## config.mk

```make
export PLATFORM = sky130hd
export DESIGN_NAME = hazard_control_unit
export DESIGN_NICKNAME = d
export VERILOG_FILES = /design/src/rtl/hazard_control_unit.sv
export SDC_FILE = /design/constraint.sdc
export NUM_CORES = 1
export LEC_CHECK = 0
export CORE_UTILIZATION = 25
export DETAILED_ROUTE_END_ITERATION = 7
export MAX_ROUTING_LAYER = met4
export PLACE_DENSITY = 0.51
export SKIP_CTS_REPAIR_TIMING = 1
export SLEW_MARGIN = 30
export SYNTH_ARGS = -nofsm -noshare
export SYNTH_HDL_FRONTEND = slang
export SYNTH_SLANG_ARGS = --single-unit
```

## constraint.sdc

```tcl
create_clock -name clk -period 2.1 [get_ports clk]
set_input_delay 0.42 -clock clk [delete_from_list [all_inputs] [get_ports clk]]
set_output_delay 0.42 -clock clk [all_outputs]
set_load 0.1 [all_outputs]
```

## src/rtl/hazard_control_unit.sv

```systemverilog
// hazard_control_unit
//   Pipeline control for the hazards operand bypassing cannot cover:
//   load-use dependences (one bubble), taken-branch redirects (flush of
//   the wrong-path IF/ID and ID/EX contents) and variable-latency data
//   memory accesses (full freeze until dmem_ready).
//
// Ports
//   clk, rst_n            pipeline clock / async active-low reset
//   id_rs1_addr/_rs2_addr source registers of the ID instruction
//   id_uses_rs1/_rs2      ID instruction actually reads that source
//   ex_rd_addr            destination of the EX instruction
//   ex_mem_read           EX instruction is a load
//   ex_branch_taken       EX resolved a taken branch/jump
//   mem_access            MEM instruction issues a load/store this cycle
//   dmem_ready            data memory completes the access this cycle
//   *_write_en, *_flush   per-stage register enables and bubble inserts
//   mem_timeout_err       sticky: a memory wait reached MEM_TIMEOUT cycles
//   stall_count           cycles in which the PC was held by a stall
//   flush_count           branch flush events
//   fsm_state             00 RUN, 01 MEM_WAIT
module hazard_control_unit #(
    parameter int CNT_WIDTH   = 32,
    parameter int MEM_TIMEOUT = 64
) (
    input  logic                 clk,
    input  logic                 rst_n,
    input  logic [4:0]           id_rs1_addr,
    input  logic [4:0]           id_rs2_addr,
    input  logic                 id_uses_rs1,
    input  logic                 id_uses_rs2,
    input  logic [4:0]           ex_rd_addr,
    input  logic                 ex_mem_read,
    input  logic                 ex_branch_taken,
    input  logic                 mem_access,
    input  logic                 dmem_ready,
    output logic                 pc_write_en,
    output logic                 if_id_write_en,
    output logic                 if_id_flush,
    output logic                 id_ex_write_en,
    output logic                 id_ex_flush,
    output logic                 ex_mem_write_en,
    output logic                 mem_wb_flush,
    output logic                 mem_timeout_err,
    output logic [CNT_WIDTH-1:0] stall_count,
    output logic [CNT_WIDTH-1:0] flush_count,
    output logic [1:0]           fsm_state
);

    typedef enum logic [1:0] {
        RUN      = 2'b00,
        MEM_WAIT = 2'b01
    } state_t;

    localparam int WCW = $clog2(MEM_TIMEOUT + 1);
    localparam logic [WCW-1:0] WAIT_MAX = WCW'(MEM_TIMEOUT);

    state_t         state, state_nxt;
    logic [WCW-1:0] wait_cnt, wait_nxt;

    logic mem_stall, branch, load_use, rs1_hit, rs2_hit;
    logic pc_hold, flush_evt;

    // Hazard detection
    always_comb begin
        // Once waiting, the access is still outstanding even if the MEM
        // instruction's mem_access is no longer presented.
        mem_stall = (state == MEM_WAIT) ? ~dmem_ready : (mem_access & ~dmem_ready);
        branch    = ex_branch_taken;
        rs1_hit   = id_uses_rs1 & (id_rs1_addr == ex_rd_addr);
        rs2_hit   = id_uses_rs2 & (id_rs2_addr == ex_rd_addr);
        load_use  = ex_mem_read & (ex_rd_addr != 5'd0) & (rs1_hit | rs2_hit);
        // A branch squashes the ID instruction, so its load-use is moot.
        pc_hold   = mem_stall | (~branch & load_use);
        flush_evt = ~mem_stall & branch;
    end

    // Stage controls, priority: reset > mem_stall > branch > load_use
    always_comb begin
        pc_write_en     = 1'b1;
        if_id_write_en  = 1'b1;
        if_id_flush     = 1'b0;
        id_ex_write_en  = 1'b1;
        id_ex_flush     = 1'b0;
        ex_mem_write_en = 1'b1;
        mem_wb_flush    = 1'b0;
        if (!rst_n) begin
            pc_write_en     = 1'b0;
            if_id_write_en  = 1'b0;
            if_id_flush     = 1'b1;
            id_ex_write_en  = 1'b0;
            id_ex_flush     = 1'b1;
            ex_mem_write_en = 1'b0;
            mem_wb_flush    = 1'b1;
        end else if (mem_stall) begin
            // Freeze everything up to EX/MEM; EX keeps any pending branch
            // or load-use so it is re-evaluated on release.
            pc_write_en     = 1'b0;
            if_id_write_en  = 1'b0;
            id_ex_write_en  = 1'b0;
            ex_mem_write_en = 1'b0;
            mem_wb_flush    = 1'b1;
        end else if (branch) begin
            if_id_flush = 1'b1;
            id_ex_flush = 1'b1;
        end else if (load_use) begin
            pc_write_en    = 1'b0;
            if_id_write_en = 1'b0;
            id_ex_flush    = 1'b1;
        end
    end

    // Next state and wait counter
    always_comb begin
        state_nxt = state;
        wait_nxt  = wait_cnt;
        case (state)
            RUN: begin
                if (mem_stall) begin
                    state_nxt = MEM_WAIT;
                    wait_nxt  = WCW'(1);
                end else begin
                    wait_nxt  = '0;
                end
            end
            MEM_WAIT: begin
                if (dmem_ready) begin
                    state_nxt = RUN;
                    wait_nxt  = '0;
                end else if (wait_cnt != WAIT_MAX) begin
                    wait_nxt  = wait_cnt + WCW'(1);
                end
            end
            default: begin
                state_nxt = RUN;
                wait_nxt  = '0;
            end
        endcase
    end

    always_ff @(posedge clk or negedge rst_n) begin
        if (!rst_n) begin
            state           <= RUN;
            wait_cnt        <= '0;
            mem_timeout_err <= 1'b0;
            stall_count     <= '0;
            flush_count     <= '0;
        end else begin
            state    <= state_nxt;
            wait_cnt <= wait_nxt;
            if (state_nxt == MEM_WAIT && wait_nxt == WAIT_MAX)
                mem_timeout_err <= 1'b1;
            if (pc_hold)
                stall_count <= stall_count + CNT_WIDTH'(1);
            if (flush_evt)
                flush_count <= flush_count + CNT_WIDTH'(1);
        end
    end

    assign fsm_state = state;

endmodule

```

==> results.md, run 1 <==
- Run status: aborted with a tool error
- Halt point of the flow: detailed routing (5_2_route)
- Error that halted the flow: [ERROR DRT-0255] Maze Route cannot find path of net clk in worker of routeBox ( 96600 0 ) ( 123900 48300 ).
- Die Height: 124 um
- Post-place setup slack: -0.587 ns
- Root cell of the clock tree: sky130_fd_sc_hd__clkbuf_16
- Vias in the first global route: 3052
- Weighted congestion at the end of routability-driven global placement: 0.790
- Cts bufs inserted: 9
- Mean area per synthesized cell: 10.4 sq um
- Cell count after synthesis: 357
- Cell area reported after detailed placement: 5240 sq um
- Half-perimeter wire length of the detailed placement result: 6.71 mm
- Post-Syn Nets: 384
- H-tree Lvls: 3
- Dominant cell type by area after synthesis: sky130_fd_sc_hd__dfrtp_1
- Clock Tree Buf Depth: 2
- GRT Util Overall: 13.3%
- Biggest area contributors in the synthesized netlist: sky130_fd_sc_hd__dfrtp_1, sky130_fd_sc_hd__xor2_1, sky130_fd_sc_hd__xnor2_1
- Total I/O pin count: 97
- I/O Buffers: 96
- Number of sinks driven by the clock tree: 74
- Antenna violations before repair: 0
- Effective utilization at floorplan: 25.6%
- Share of the synthesized area in the top cell type: 49.8%
- Total of warnings raised by yosys: 0
- Share of flip-flops with an asynchronous set or reset after synthesis: 100%
- Part of the Yosys area used for sequential elements: 49.8%
- Worst ep type: output port
- Die width: 124 um
- Primary flip-flop cell chosen by synthesis mapping: sky130_fd_sc_hd__dfrtp_1
- Number of unique standard cell types used by synthesis: 47
- Grt total ovfl: 0
- Combined area of all synthesized cells: 3710 sq um
- Worst EP post-GRT repair: id_ex_flush
- Largest net degree at the start of global routing: 75
- Global-route wire length before repair: 15.0 mm
- Number of synthesized register bits: 74
- Number of enable flip-flop cells after synthesis: 0
- Number of standard-cell rows in the floorplan: 44
[routing by layer]
layer  GRT usage, %
met1           17.4
met2           18.9
met3           2.98
met4           7.14
met5              -
[per-stage QoR]
step                hold WS [ns]  cells  TNS, ns  utilization (%)
floorplan                  0.124    357    -1.67                -
global placement           0.458    661   -21.12             36.0
detailed placement         0.459    661   -21.56             36.0
CTS                        0.227    677    -5.60             38.1
global route               0.247    680   -0.563             39.3
[synthesized netlist by cell type (all sizes together), types with 6 or more instances]
cell type,instances
inv,15
xor2,45
nor4b,7
nor2,31
nor3,19
xnor2,33
nor4,8
nand4,19
nand2,34
dfrtp,74
nand3,18
buf,6
and3,7
[cells by family after synthesis]
kind of cell    count (synthesis)  share of synthesized area, %
fa+ha+maj                       4                          1.35
other cells                     1                         0.101
compound gates                 13                          2.56
flops                          74                          49.8
xor+xnor                       78                          18.4
buf+inv                        24                          2.93
mux                             3                         0.842
simple gates                  160                          24.0
==> run 2: changes to the inputs <==
- CORE_UTILIZATION: 25 -> 20
- MAX_ROUTING_LAYER: met4 -> not set
- PLACE_DENSITY: 0.51 -> not set
- PLACE_DENSITY_LB_ADDON: not set -> 0.15
==> results.md, run 2 <==
- Run status: finished, violations left
- Violated checks: DRC, setup timing
- Share of the synthesized area in the top cell type: 49.8%
- Power density cells: 925 nW/um^2
- Highest net fanout along the worst path: 2
- List of cells traversed by the critical path: buf_6, or4_4, o21ai_4, nor2_4, a21oi_4, buf_12
- Root cell of the clock tree: sky130_fd_sc_hd__clkbuf_16
- Critical Path Start Type: primary input
- Filler-free cell count of the finished design: 732
- Area Overhead vs Synth: 55.8%
- Count of antenna-violating nets left after detailed routing: 0
- Most frequent cells in the layout: sky130_fd_sc_hd__buf_4, sky130_fd_sc_hd__xor2_1, sky130_fd_sc_hd__dfrtp_1
- Fin Clk Skew: 0.0110 ns
- First-pass DRT Iterations: 6
- Half-perimeter wire length of the detailed placement result: 7.23 mm
- Most numerous cell in the Yosys netlist: sky130_fd_sc_hd__dfrtp_1
- Die Height: 138 um
- Fill cells: 1843
- Max-cap viol count: 0
- Number of synthesized register bits: 74
- Required time of the critical path: 1.68 ns
- Mean area per synthesized cell: 10.4 sq um
- Cell type of the slowest stage on the worst timing path: sky130_fd_sc_hd__or4_4
- Number of enable flip-flop cells after synthesis: 0
- Remaining DRCs: 12
- Via-to-Cell Ratio: 4.17
- Net count, final: 525
- Slowest Stage Delay on Critical Path: 0.55 ns
- Drt first-iter violations: 139
- Wire length after detailed routing: 9.80 mm
- Biggest area contributors in the synthesized netlist: sky130_fd_sc_hd__dfrtp_1, sky130_fd_sc_hd__xor2_1, sky130_fd_sc_hd__xnor2_1
- RSZ-0062 raised after global routing: yes
- Max_slew headroom: 62.8%
- Clock insertion delay at the later pin of the skew report: 0.34 ns
- Clock transition at the register clock pins on the worst setup and hold paths after CTS: 0.06 ns
- Max-slew violation count: 0
- Cell area reported after detailed placement: 5350 sq um
- List of most frequent post-synthesis cells: sky130_fd_sc_hd__dfrtp_1, sky130_fd_sc_hd__xor2_1, sky130_fd_sc_hd__nand2_1
- Share of flip-flops with an asynchronous set or reset after synthesis: 100%
- Setup tns final: -0.323 ns
- DR vias: 3053
- Routed length per instance: 13.4 um
- Worst Setup Slack, final: -0.112 ns
- Critical path endpoint category: primary output
- Number of unique standard cell types used by synthesis: 47
- Dominant cell type by area after synthesis: sky130_fd_sc_hd__dfrtp_1
- TritonCTS clock tree: done
- Primary flip-flop cell chosen by synthesis mapping: sky130_fd_sc_hd__dfrtp_1
- Leakage power of the design: 2.72 nW
- Fraction of final layout cells with drive strength greater than 1: 40.0%
- Inst Count DP: 712
- GRT Util Overall: 10.5%
- Worst r2r src: fsm_state[0]
- Worst ir drop on vdd: 872 uV
- Critical path class: in2out
- Grt total ovfl: 0
- Post-route cell area: 5790 sq um
- Fmax: 452 MHz
- Biggest registers after layout: flush_count x32, stall_count x32, wait_cnt x7
- Capturing point of the worst reg2reg path: flush_count[26]
- Post-place setup slack: -0.518 ns
- Effective utilization at floorplan: 20.5%
- Largest net degree at the start of global routing: 43
- Final Hold Fails: 0
- Part of the Yosys area used for sequential elements: 49.8%
- Global-route wire length before repair: 15.9 mm
- Weighted congestion at the end of routability-driven global placement: 0.733
- Logic depth of the worst register-to-register path: 8
- Total I/O pin count: 97
- Worst-margin pin slew: 0.558 ns
- Worst EP arrival: 1.79 ns
- Total of warnings raised by yosys: 0
- H-tree Lvls: 3
- Clock period minus worst slack: 2.21 ns
- Die outline area: 19100 sq um
- Total power after layout: 5.35 mW
- Min-Delay Path Class: in2async
- Vias in the first global route: 3077
- Antenna violations before repair: 0
- # setup viols final: 5
- Cts bufs inserted: 9
- Multi-input logic area: 1910 sq um
- Number of sinks driven by the clock tree: 74
- I/O Buffers: 96
- Post-Syn Nets: 384
- Die width: 138 um
- Cell count after synthesis: 357
- Clock Tree Buf Depth: 2
- ANT cells: 0
- Combined area of all synthesized cells: 3710 sq um
- Final clock period utilization by the worst path: 105%
- Core Footprint: 18100 sq um
- Number of standard-cell rows in the floorplan: 49
- Area used by sequential logic in the layout: 1940 sq um
- Setup slack on the worst flop-to-flop path: 0.06 ns
- Leading cell type in the layout, fill and taps excluded: sky130_fd_sc_hd__buf_4
run 2: cell counts after synthesis:
Identical to the previous run, type by type.
run 2: how the worst max path moves through the flow:
stage / depth (start not counted) / from / end / slack, ns
6_report: 6 / ex_rd_addr[3] / pc_write_en / -0.11
5_1_grt: 6 / ex_rd_addr[3] / if_id_write_en / -0.14
4_1_cts: 6 / ex_rd_addr[0] / if_id_write_en / -0.52
3_5_place_dp: 8 / ex_rd_addr[0] / stall_count[27] / -0.52
3_3_place_gp: 6 / ex_rd_addr[3] / if_id_write_en / -0.53
2_1_floorplan: 5 / fsm_state[0] / pc_write_en / -0.43
run 2: cells by family after synthesis:
family,count (synthesis),share of synthesized area (%)
compound gates,13,2.56
xor+xnor,78,18.4
fa+ha+maj,4,1.35
buf+inv,24,2.93
flops,74,49.8
mux,3,0.842
other cells,1,0.101
simple gates,160,24.0
run 2: layer usage:
metal	part of all wire, %	vias to the layer above	GRT usage [%]
met1	46	1475	13.3
met3	4.7	12	2.70
met2	47	65	16.6
li1	-	1501	-
met5	0	-	0
met4	2.2	0	5.50
run 2: worst max-delay path, delay by kind of cell:
family | cells | cell delay [ns]
AOI/OAI and AO/OA | 2 | 0.44
buffers and inverters | 2 | 0.31
and+or+nand+nor | 2 | 0.62
run 2: area by class of cell:
cell class | count | share of cell area (%)
clock buffer | 14 | 4.39
clock inverter | 2 | 0.670
inverter | 15 | 1.04
multi-input combinational | 259 | 33.0
sequential | 74 | 33.4
tap | 229 | 4.95
timing repair buffer | 139 | 22.5
run 2: metrics by stage:
stage	utilization [%]	hold slack [ns]
after CTS	31.2	0.254
after detailed placement	29.6	0.465
after global routing	32.0	0.279
final	32.0	0.237
after floorplan	-	0.124
after global placement	29.6	0.459
run 2: where the power goes:
group | total (mW) | switching [mW] | internal, mW
sequential | 1.81 | 0.201 | 1.61
combinational | 1.99 | 1.50 | 0.488
clock | 1.55 | 0.595 | 0.957
(Power assumes the default switching activity.)
